**config.mk**
```make
export PLATFORM = sky130hd
export DESIGN_NAME = core_pio_out_pulse
export DESIGN_NICKNAME = d
export VERILOG_FILES = /design/src/rtl/core_pio_out_pulse.sv
export SDC_FILE = /design/constraint.sdc
export NUM_CORES = 1
export LEC_CHECK = 0
export BUFFER_PORTS_ARGS = -buffer_cell sky130_fd_sc_hd__buf_4
export CORE_UTILIZATION = 55
export CTS_BUF_LIST = sky130_fd_sc_hd__clkbuf_4
export DETAILED_ROUTE_END_ITERATION = 10
export PLACE_DENSITY_LB_ADDON = 0.1
export SYNTH_ARGS = -nofsm -noshare
export SYNTH_HDL_FRONTEND = slang
export SYNTH_SLANG_ARGS = --single-unit
```
**constraint.sdc**
```tcl
create_clock -name clk -period 4 [get_ports clk]
set_clock_uncertainty 0.1 [all_clocks]
set_input_delay 0.4 -clock clk [delete_from_list [all_inputs] [get_ports clk]]
set_output_delay 0.4 -clock clk [all_outputs]
set_load 0.1 [all_outputs]
```
**src/rtl/core_pio_out_pulse.sv**
```systemverilog
// core_pio_out_pulse
//
// Avalon-MM slave output PIO with atomic set/clear access, a hardware
// one-shot pulse engine and a maskable pulse-done interrupt.
//
// The pulse engine drives the pins in pulse_mask high for exactly
// pulse_len clk cycles, starting the cycle after the triggering write.
// A retrigger while a pulse is running ORs in the new pins and restarts
// the count. When the pulse expires, the engine sets the sticky done flag.
//
// Register map (word addresses):
//   0 DATA       W: out_reg = wd            R: out_reg
//   1 OUTSET     W: out_reg |= wd           R: out_reg
//   2 OUTCLR     W: out_reg &= ~wd          R: out_reg
//   3 PULSE_LEN  W: pulse_len = wd          R: pulse_len
//   4 PULSE      W: trigger pulse on wd     R: pulse_mask (0 when idle)
//   5 STATUS     W: clear done              R: {done, busy}
//   6 CONTROL    W: irq_en = wd[0]          R: irq_en
//   7 reserved   W: ignored                 R: 0
//
// Ports:
//   clk          system clock
//   reset_n      asynchronous, active-low reset
//   address      register word address
//   chipselect   slave select
//   write_n      active-low write strobe
//   writedata    write data
//   readdata     registered read data (1-cycle latency, no side effects)
//   irq          pulse-done interrupt (done & irq_en)
//   out_port     output pins (out_reg OR active pulse bits)

module core_pio_out_pulse #(
    parameter int               WIDTH       = 10,
    parameter int               CNT_W       = 16,
    parameter logic [WIDTH-1:0] RESET_VALUE = '0
) (
    input  logic             clk,
    input  logic             reset_n,
    input  logic [2:0]       address,
    input  logic             chipselect,
    input  logic             write_n,
    input  logic [31:0]      writedata,
    output logic [31:0]      readdata,
    output logic             irq,
    output logic [WIDTH-1:0] out_port
);

    typedef enum logic {
        IDLE   = 1'b0,
        ACTIVE = 1'b1
    } pulse_state_t;

    localparam logic [2:0] ADDR_DATA      = 3'd0;
    localparam logic [2:0] ADDR_OUTSET    = 3'd1;
    localparam logic [2:0] ADDR_OUTCLR    = 3'd2;
    localparam logic [2:0] ADDR_PULSE_LEN = 3'd3;
    localparam logic [2:0] ADDR_PULSE     = 3'd4;
    localparam logic [2:0] ADDR_STATUS    = 3'd5;
    localparam logic [2:0] ADDR_CONTROL   = 3'd6;

    pulse_state_t     state_q, state_d;
    logic [CNT_W-1:0] cnt_q, cnt_d;
    logic [WIDTH-1:0] mask_q, mask_d;
    logic             done_set;

    logic [WIDTH-1:0] out_reg;
    logic [CNT_W-1:0] pulse_len;
    logic             done;
    logic             irq_en;
    logic [31:0]      rd_next;

    logic             write;
    logic             busy;
    logic             trigger;
    logic [WIDTH-1:0] wd_pins;

    // Bits of writedata above WIDTH have no destination.
    logic             unused_writedata;
    assign unused_writedata = ^writedata;

    assign write   = chipselect & ~write_n;
    assign wd_pins = writedata[WIDTH-1:0];
    assign busy    = (state_q == ACTIVE);

    // A trigger with no pins or a zero length does nothing.
    assign trigger = write && (address == ADDR_PULSE) &&
                     (wd_pins != '0) && (pulse_len != '0);

    assign out_port = out_reg | (busy ? mask_q : '0);
    assign irq      = done & irq_en;

    // Pulse engine next state. A trigger takes priority over expiry, so a
    // retrigger on the final cycle extends the pulse and suppresses done.
    always_comb begin
        state_d  = state_q;
        cnt_d    = cnt_q;
        mask_d   = mask_q;
        done_set = 1'b0;
        case (state_q)
            IDLE: begin
                if (trigger) begin
                    state_d = ACTIVE;
                    cnt_d   = pulse_len;
                    mask_d  = wd_pins;
                end
            end
            ACTIVE: begin
                if (trigger) begin
                    cnt_d  = pulse_len;
                    mask_d = mask_q | wd_pins;
                end else if (cnt_q == CNT_W'(1)) begin
                    state_d  = IDLE;
                    cnt_d    = '0;
                    mask_d   = '0;
                    done_set = 1'b1;
                end else begin
                    cnt_d = cnt_q - CNT_W'(1);
                end
            end
            default: begin
                state_d = IDLE;
                cnt_d   = '0;
                mask_d  = '0;
            end
        endcase
    end

    always_ff @(posedge clk or negedge reset_n) begin
        if (!reset_n) begin
            state_q <= IDLE;
            cnt_q   <= '0;
            mask_q  <= '0;
        end else begin
            state_q <= state_d;
            cnt_q   <= cnt_d;
            mask_q  <= mask_d;
        end
    end

    // Read mux; readdata is registered every cycle regardless of chipselect.
    always_comb begin
        rd_next = '0;
        case (address)
            ADDR_DATA, ADDR_OUTSET, ADDR_OUTCLR: rd_next[WIDTH-1:0] = out_reg;
            ADDR_PULSE_LEN:                      rd_next[CNT_W-1:0] = pulse_len;
            ADDR_PULSE:                          rd_next[WIDTH-1:0] = busy ? mask_q : '0;
            ADDR_STATUS:                         rd_next[1:0]       = {done, busy};
            ADDR_CONTROL:                        rd_next[0]         = irq_en;
            default:                             rd_next            = '0;
        endcase
    end

    // Bus-visible registers. A done set on the same edge as a STATUS write
    // wins so that a completion is never lost.
    always_ff @(posedge clk or negedge reset_n) begin
        if (!reset_n) begin
            out_reg   <= RESET_VALUE;
            pulse_len <= '0;
            done      <= 1'b0;
            irq_en    <= 1'b0;
            readdata  <= '0;
        end else begin
            readdata <= rd_next;
            if (write) begin
                case (address)
                    ADDR_DATA:      out_reg   <= wd_pins;
                    ADDR_OUTSET:    out_reg   <= out_reg | wd_pins;
                    ADDR_OUTCLR:    out_reg   <= out_reg & ~wd_pins;
                    ADDR_PULSE_LEN: pulse_len <= writedata[CNT_W-1:0];
                    ADDR_CONTROL:   irq_en    <= writedata[0];
                    default:        ;
                endcase
            end
            if (done_set) begin
                done <= 1'b1;
            end else if (write && (address == ADDR_STATUS)) begin
                done <= 1'b0;
            end
        end
    end

endmodule

```
## After elaboration in Yosys (flattened, before gate mapping)

Index checks and enable logic that the tools add are counted.

- Output and inout bits: 43
- Flip-flop bits (word level): 71
- Bits of input ports: 39
- Word-level logic and storage cells: 64

- Eq/ne operators: 9
- Reductions and logical operators: 14
- Bitwise gates (word level): 9
- Muxes and demuxes: 23
- Add/sub/neg operators: 1

Operator list:

| kind | number |
|---|---|
| 16-bit two-way mux | 3 |
| 10-bit two-way mux | 4 |
| 16-bit case mux with 2 select lines | 1 |
| 10-bit OR | 3 |
| 10-bit case mux with 3 select lines | 1 |
| 8-bit case mux with 3 select lines | 1 |
| 10-bit case mux with 2 select lines | 1 |
| 16-bit by 1-bit == test with 1-bit output, second input constant | 1 |
| 16-bit nonzero test | 1 |
| 16-bit by 1-bit subtractor with 16-bit output, second input constant | 1 |
| 10-bit AND | 1 |
| 10-bit inverter | 1 |
| 10-bit nonzero test | 1 |
| 3-bit == test, second input constant | 3 |
| 1-bit two-way mux | 8 |
| 2-bit AND reduction | 4 |
| 3-bit by 2-bit == test with 1-bit output, second input constant | 2 |
| 6-bit two-way mux | 1 |
| 1-bit case mux with 5 select lines | 1 |
| 1-bit logical AND | 4 |
| 1-bit case mux with 4 select lines | 1 |
| 3-bit by 1-bit == test with 1-bit output, second input constant | 1 |
| 3-bit zero test | 1 |
| 3-bit by 2-bit != test with 1-bit output, second input constant | 1 |
| other kinds (7) | 9 |

## Depth between registers and ports, before layout

- Word-level depth: 8
- Depth in mapped cells: 9
- Mapped depth without buffers: 7

## Worst setup path after synthesis

Ideal clock, no wire load.

- Path kind: register to output
- Start: register state_q, in the netlist busy
- End: output out_port[0]
- Setup slack: 1884 ps
- Buffers on the path: 2
- Data required time: 3500 ps
- Data arrival time: 1616 ps
- Stages on the path, launching flop included: 4
- Path through: dfrtp_1 -> clkbuf_1 -> buf_1 -> a21o_1

- Longest elaborated chain between the ends: 2

RTL lines:

| element | RTL line | text |
|---|---|---|
| start, declared | 61 | `pulse_state_t state_q, state_d;` |
| start signal, assigned | 134 | `state_q <= state_d;` |
| 10-bit two-way mux | 89 | `assign out_port = out_reg \| (busy ? mask_q : '0);` |
| 10-bit OR | 89 |  |
| end, declared | 45 | `output logic [WIDTH-1:0] out_port` |

Every way passes these cells.

## Worst setup path in the final report

- Start: register cnt_q[1]
- End: register mask_q[6]

- Longest elaborated chain between the ends: 3

RTL lines:

| element | RTL line | text |
|---|---|---|
| start, declared | 62 | `logic [CNT_W-1:0] cnt_q, cnt_d;` |
| start signal, assigned | 135 | `cnt_q <= cnt_d;` |
| 16-bit by 1-bit == test with 1-bit output | 111 | `end else if (cnt_q == CNT_W'(1)) begin` |
| 3-bit by 2-bit != test with 1-bit output (no source line) | n/a |  |
| 2-bit AND reduction (no source line) | n/a |  |
| end signal, assigned | 136 | `mask_q <= mask_d;` |
| end, declared | 63 | `logic [WIDTH-1:0] mask_q, mask_d;` |

Every way passes these cells.
A chain may end at the register's enable or synchronous reset.

==> impl_metrics.env <==
export IMPL_p_seq_share_pct=42.5
export IMPL_worstSetupStartpointType="register"
export IMPL_routed_wire_length_per_instance_um=17.6
export IMPL_hpwl_um=5860
export IMPL_clock_sink_count=71
export IMPL_critical_register_to_register_path_startpoint="cnt_q[1]"
export IMPL_report_final_hold_viol_count=12
export IMPL_synth_ff_type="dfrtp_1"
export IMPL_filler_cell_count=549
export IMPL_post_synth_xor_area_fraction_pct=0
export IMPL_synth_distinct_cells=54
export IMPL_grt_max_degree=72
export IMPL_p_int_uw=1410
export IMPL_io_buffers=49
export IMPL_fraction_of_layout_cells_with_a_size_suffix_above_1_pct=22.5
export IMPL_area_growth_syn_to_layout_pct=14.7
export IMPL_grt_first_pass_wirelength_um=14600
export IMPL_unrepaired_setup_endpoints_after_global_routing="false"
export IMPL_failing_checks="negative hold slack"
export IMPL_globalplace_congestion=0.836
export IMPL_initial_utilization_pct=57.1
export IMPL_synth_compound_area_share_pct=21.5
export IMPL_maximum_frequency_from_static_timing_analysis_mhz=398
export IMPL_resized_after_cts=0
export IMPL_postRouteAntennaNets=0
export IMPL_setup_worst_path_end="mask_q[6]"
export IMPL_hold_worst_slack_ns=-0.00282
export IMPL_setup_viol_count_final=0
export IMPL_first_global_vias=2868
export IMPL_syn_inst=370
export IMPL_synth_top_family_by_area="compound AO/OA/AOI/OAI gates"
export IMPL_critical_path_arrival_ns=2.72
export IMPL_tritoncts="built"
export IMPL_slowest_cell_on_crit_path="nand3_1"
export IMPL_cts_htree_levels=3
export IMPL_swShare_pct=42.3
export IMPL_seq_area_um2=1780
export IMPL_timing_critical_path_slowest_cell_delay_ns=0.49
export IMPL_fp_row_count=29
export IMPL_count_of_vias_placed_by_the_detailed_router=3006
export IMPL_post_drt_via_cell_ratio=6.02
export IMPL_overall_global_routing_usage_pct=26.8
export IMPL_synth_enable_flop_cells=0
export IMPL_synth_area_um2=3630
export IMPL_overflow=0
export IMPL_ctsRootBufferMaster="clkbuf_4"
export IMPL_ys_ff_latch=71
export IMPL_outcome="finished with violations"
export IMPL_dp_worst_setup_slack_ns=1.34
export IMPL_timing_critical_path_to_type="register"
export IMPL_setup_worst_path_class="register to register"
export IMPL_worstMarginPinSlew_ns=0.891
export IMPL_detail_route_drc_violations=0
export IMPL_core_region_area_um2=6350
export IMPL_synthSimpleGateAreaFrac_pct=13.7
export IMPL_layout_min_cycle_time_ns=2.51
export IMPL_dieHeight_um=83.2
export IMPL_class_of_the_tightest_hold_or_removal_check="input pin to asynchronous set/reset pin"
export IMPL_period_share_pct=62.9
export IMPL_fin_setup_tns_ns=0
export IMPL_number_of_antenna_violations_at_the_first_check_in_global_routing=0
export IMPL_p_leak_uw=0.00196
export IMPL_remaining_max_slew_budget_at_the_tightest_pin_pct=40.6
export IMPL_multiInputGateArea_um2=1650
export IMPL_fin_ws_ns=1.49
export IMPL_worst_endpoint_required_ns=4.20
export IMPL_timing_critical_path_cells="inv_1 > ha_1 > nor3b_1 > and3_1 > nand3_1 > a21oi_1 > a21oi_1"
export IMPL_floorplan_die_area_um2=6920
export IMPL_power_frac_comb_pct=35.4
export IMPL_pwr_share_clk_pct=22.2
export IMPL_cts_path_max_buffers=2
export IMPL_nNetsFinal=458
export IMPL_maxCapViolCount=0
export IMPL_synth_mux_area_share_pct=8.04
export IMPL_synth_seq_area_share_pct=49.0
export IMPL_synth_warning_count=0
export IMPL_dr_pass1_iters=5
export IMPL_p_sw_uw=1030
export IMPL_power_density_nw_per_um2=587
export IMPL_synthAdderAreaFrac_pct=0.690
export IMPL_drv_slew=0
export IMPL_worstPathMaxFanout=11
export IMPL_placement_cell_area_um2=3990
export IMPL_io_pins=82
export IMPL_cts_hold_buffers_added=0
export IMPL_critical_path_s_top_delay_family="simple AND/OR/NAND/NOR gates"
export IMPL_critical_path_cell_count=7
export IMPL_synth_area_per_cell_um2=9.80
export IMPL_vdd_ir_max_uv=429
export IMPL_total_wirelength_of_the_detailed_routed_design_um=8780
export IMPL_initialDrtViolationCount=213
export IMPL_clock_latency_ns=0.41
export IMPL_worst_r2r_setup_slack_ns=1.49
export IMPL_numCtsBuffers=9
export IMPL_layout_cell_area_non_filler_um2=4160
export IMPL_antenna_cells=0
export IMPL_wp_buf_inv=1
export IMPL_biggestRegsByFlops="cnt_q: 16 flops, pulse_len: 16 flops, readdata: 16 flops"
export IMPL_worst_r2r_path_depth=7
export IMPL_synth_async_sr_flop_share_pct=100
export IMPL_worst_r2r_endpoint="mask_q[6]"
export IMPL_worst_path_most_repeated_cell="a21oi_1"
export IMPL_die_x_um=83.2
export IMPL_clock_transition_at_path_regs_ns=0.12
export IMPL_crit_start="cnt_q[1]"
export IMPL_postCtsSetupBuffers=0
final cells by class:
| cell class | count | share of cell area (%) |
|---|---|---|
| clock buffer | 10 | 1.81 |
| multi-input combinational | 265 | 39.7 |
| inverter | 16 | 1.44 |
| sequential | 71 | 42.7 |
| timing repair buffer | 54 | 9.75 |
| tap | 77 | 2.32 |
| clock inverter | 6 | 2.26 |
metal layers:
layer | track usage, % | wire (um) | share of wire (%)
met1 | 38.3 | 4050 | 46
met2 | 41.5 | 4090 | 47
met3 | 4.37 | 526 | 6.0
met4 | 9.72 | 119 | 1.4
met5 | 0 | 0 | 0
cells in the final DEF (no fill, tap or decap), types with 3 or more instances in the layout:
cell,count
and3_1,3
buf_4,54
nor2_1,17
nor3_1,7
nand3_1,3
a21oi_1,33
clkbuf_4,10
o22a_1,3
inv_1,16
a31oi_1,3
mux2i_1,10
conb_1,16
dfrtp_1,71
and2_1,10
o21a_1,3
a22o_1,10
or3_1,3
a21o_1,11
nand2_1,25
mux2_2,17
nor4_1,10
o21ai_0,47
worst min-delay path by stage:
stage	cells after the start	slack, ns	endpoint	start
after floorplan	0	0.004	busy	reset_n
after global placement	2	0.40	readdata[6]	mask_q[6]
after detailed placement	1	0.42	out_reg[8]	out_reg[8]
after CTS	1	0.03	pulse_len[12]	reset_n
after global routing	1	0.06	pulse_len[12]	reset_n
final	1	-0.003	readdata[15]	reset_n
cells by family (layout without fill, tap and decap cells):
kind of cell,after synthesis,after routing
adder cells (fa/ha/maj),2,2
multiplexers,27,27
buffers and inverters,49,86
AO/OA/AOI/OAI,127,127
AND/OR/NAND/NOR,93,93
other,1,16
flip-flops,71,71
cell usage after synthesis, types with 2 or more instances:
cell type | count | area share (%)
buf_4 | 17 | 3.5
o21a_1 | 3 | 0.62
a21boi_0 | 2 | 0.41
mux2i_1 | 10 | 2.8
dfrtp_1 | 71 | 49
o31ai_1 | 2 | 0.41
a31oi_1 | 3 | 0.52
mux2_2 | 17 | 5.3
ha_1 | 2 | 0.69
a21oi_1 | 33 | 4.6
buf_2 | 5 | 0.69
nand2b_1 | 2 | 0.35
a22o_1 | 10 | 2.4
nor4_1 | 10 | 1.7
o21ai_0 | 47 | 6.5
and2_1 | 10 | 1.7
and3_1 | 3 | 0.52
a21o_1 | 11 | 2.3
clkbuf_1 | 10 | 1.0
nor3_1 | 7 | 0.97
or3_1 | 3 | 0.52
inv_1 | 16 | 1.7
o22a_1 | 3 | 0.72
nand2_1 | 25 | 2.6
nor2_1 | 17 | 1.8
nand3_1 | 3 | 0.41
per-stage QoR:
stage	total power [uW]	hold WS, ns	cells	util (%)
CTS	2440	0.0285	499	65.5
floorplan	1700	0.00441	385	-
global route	2560	0.0594	499	65.5
finish	2440	-0.00282	499	65.5
detailed placement	1910	0.417	483	62.8
global placement	1890	0.405	483	62.8
power by group through the flow:
stage	Combinational, uW	Sequential [uW]	Clock (uW)
2_1_floorplan	584	1120	0
3_3_place_gp	851	1040	0
3_5_place_dp	863	1040	0
4_1_cts	864	1030	546
5_1_grt	920	1060	583
6_report	863	1040	542
Power figures use the tool's default switching activity.
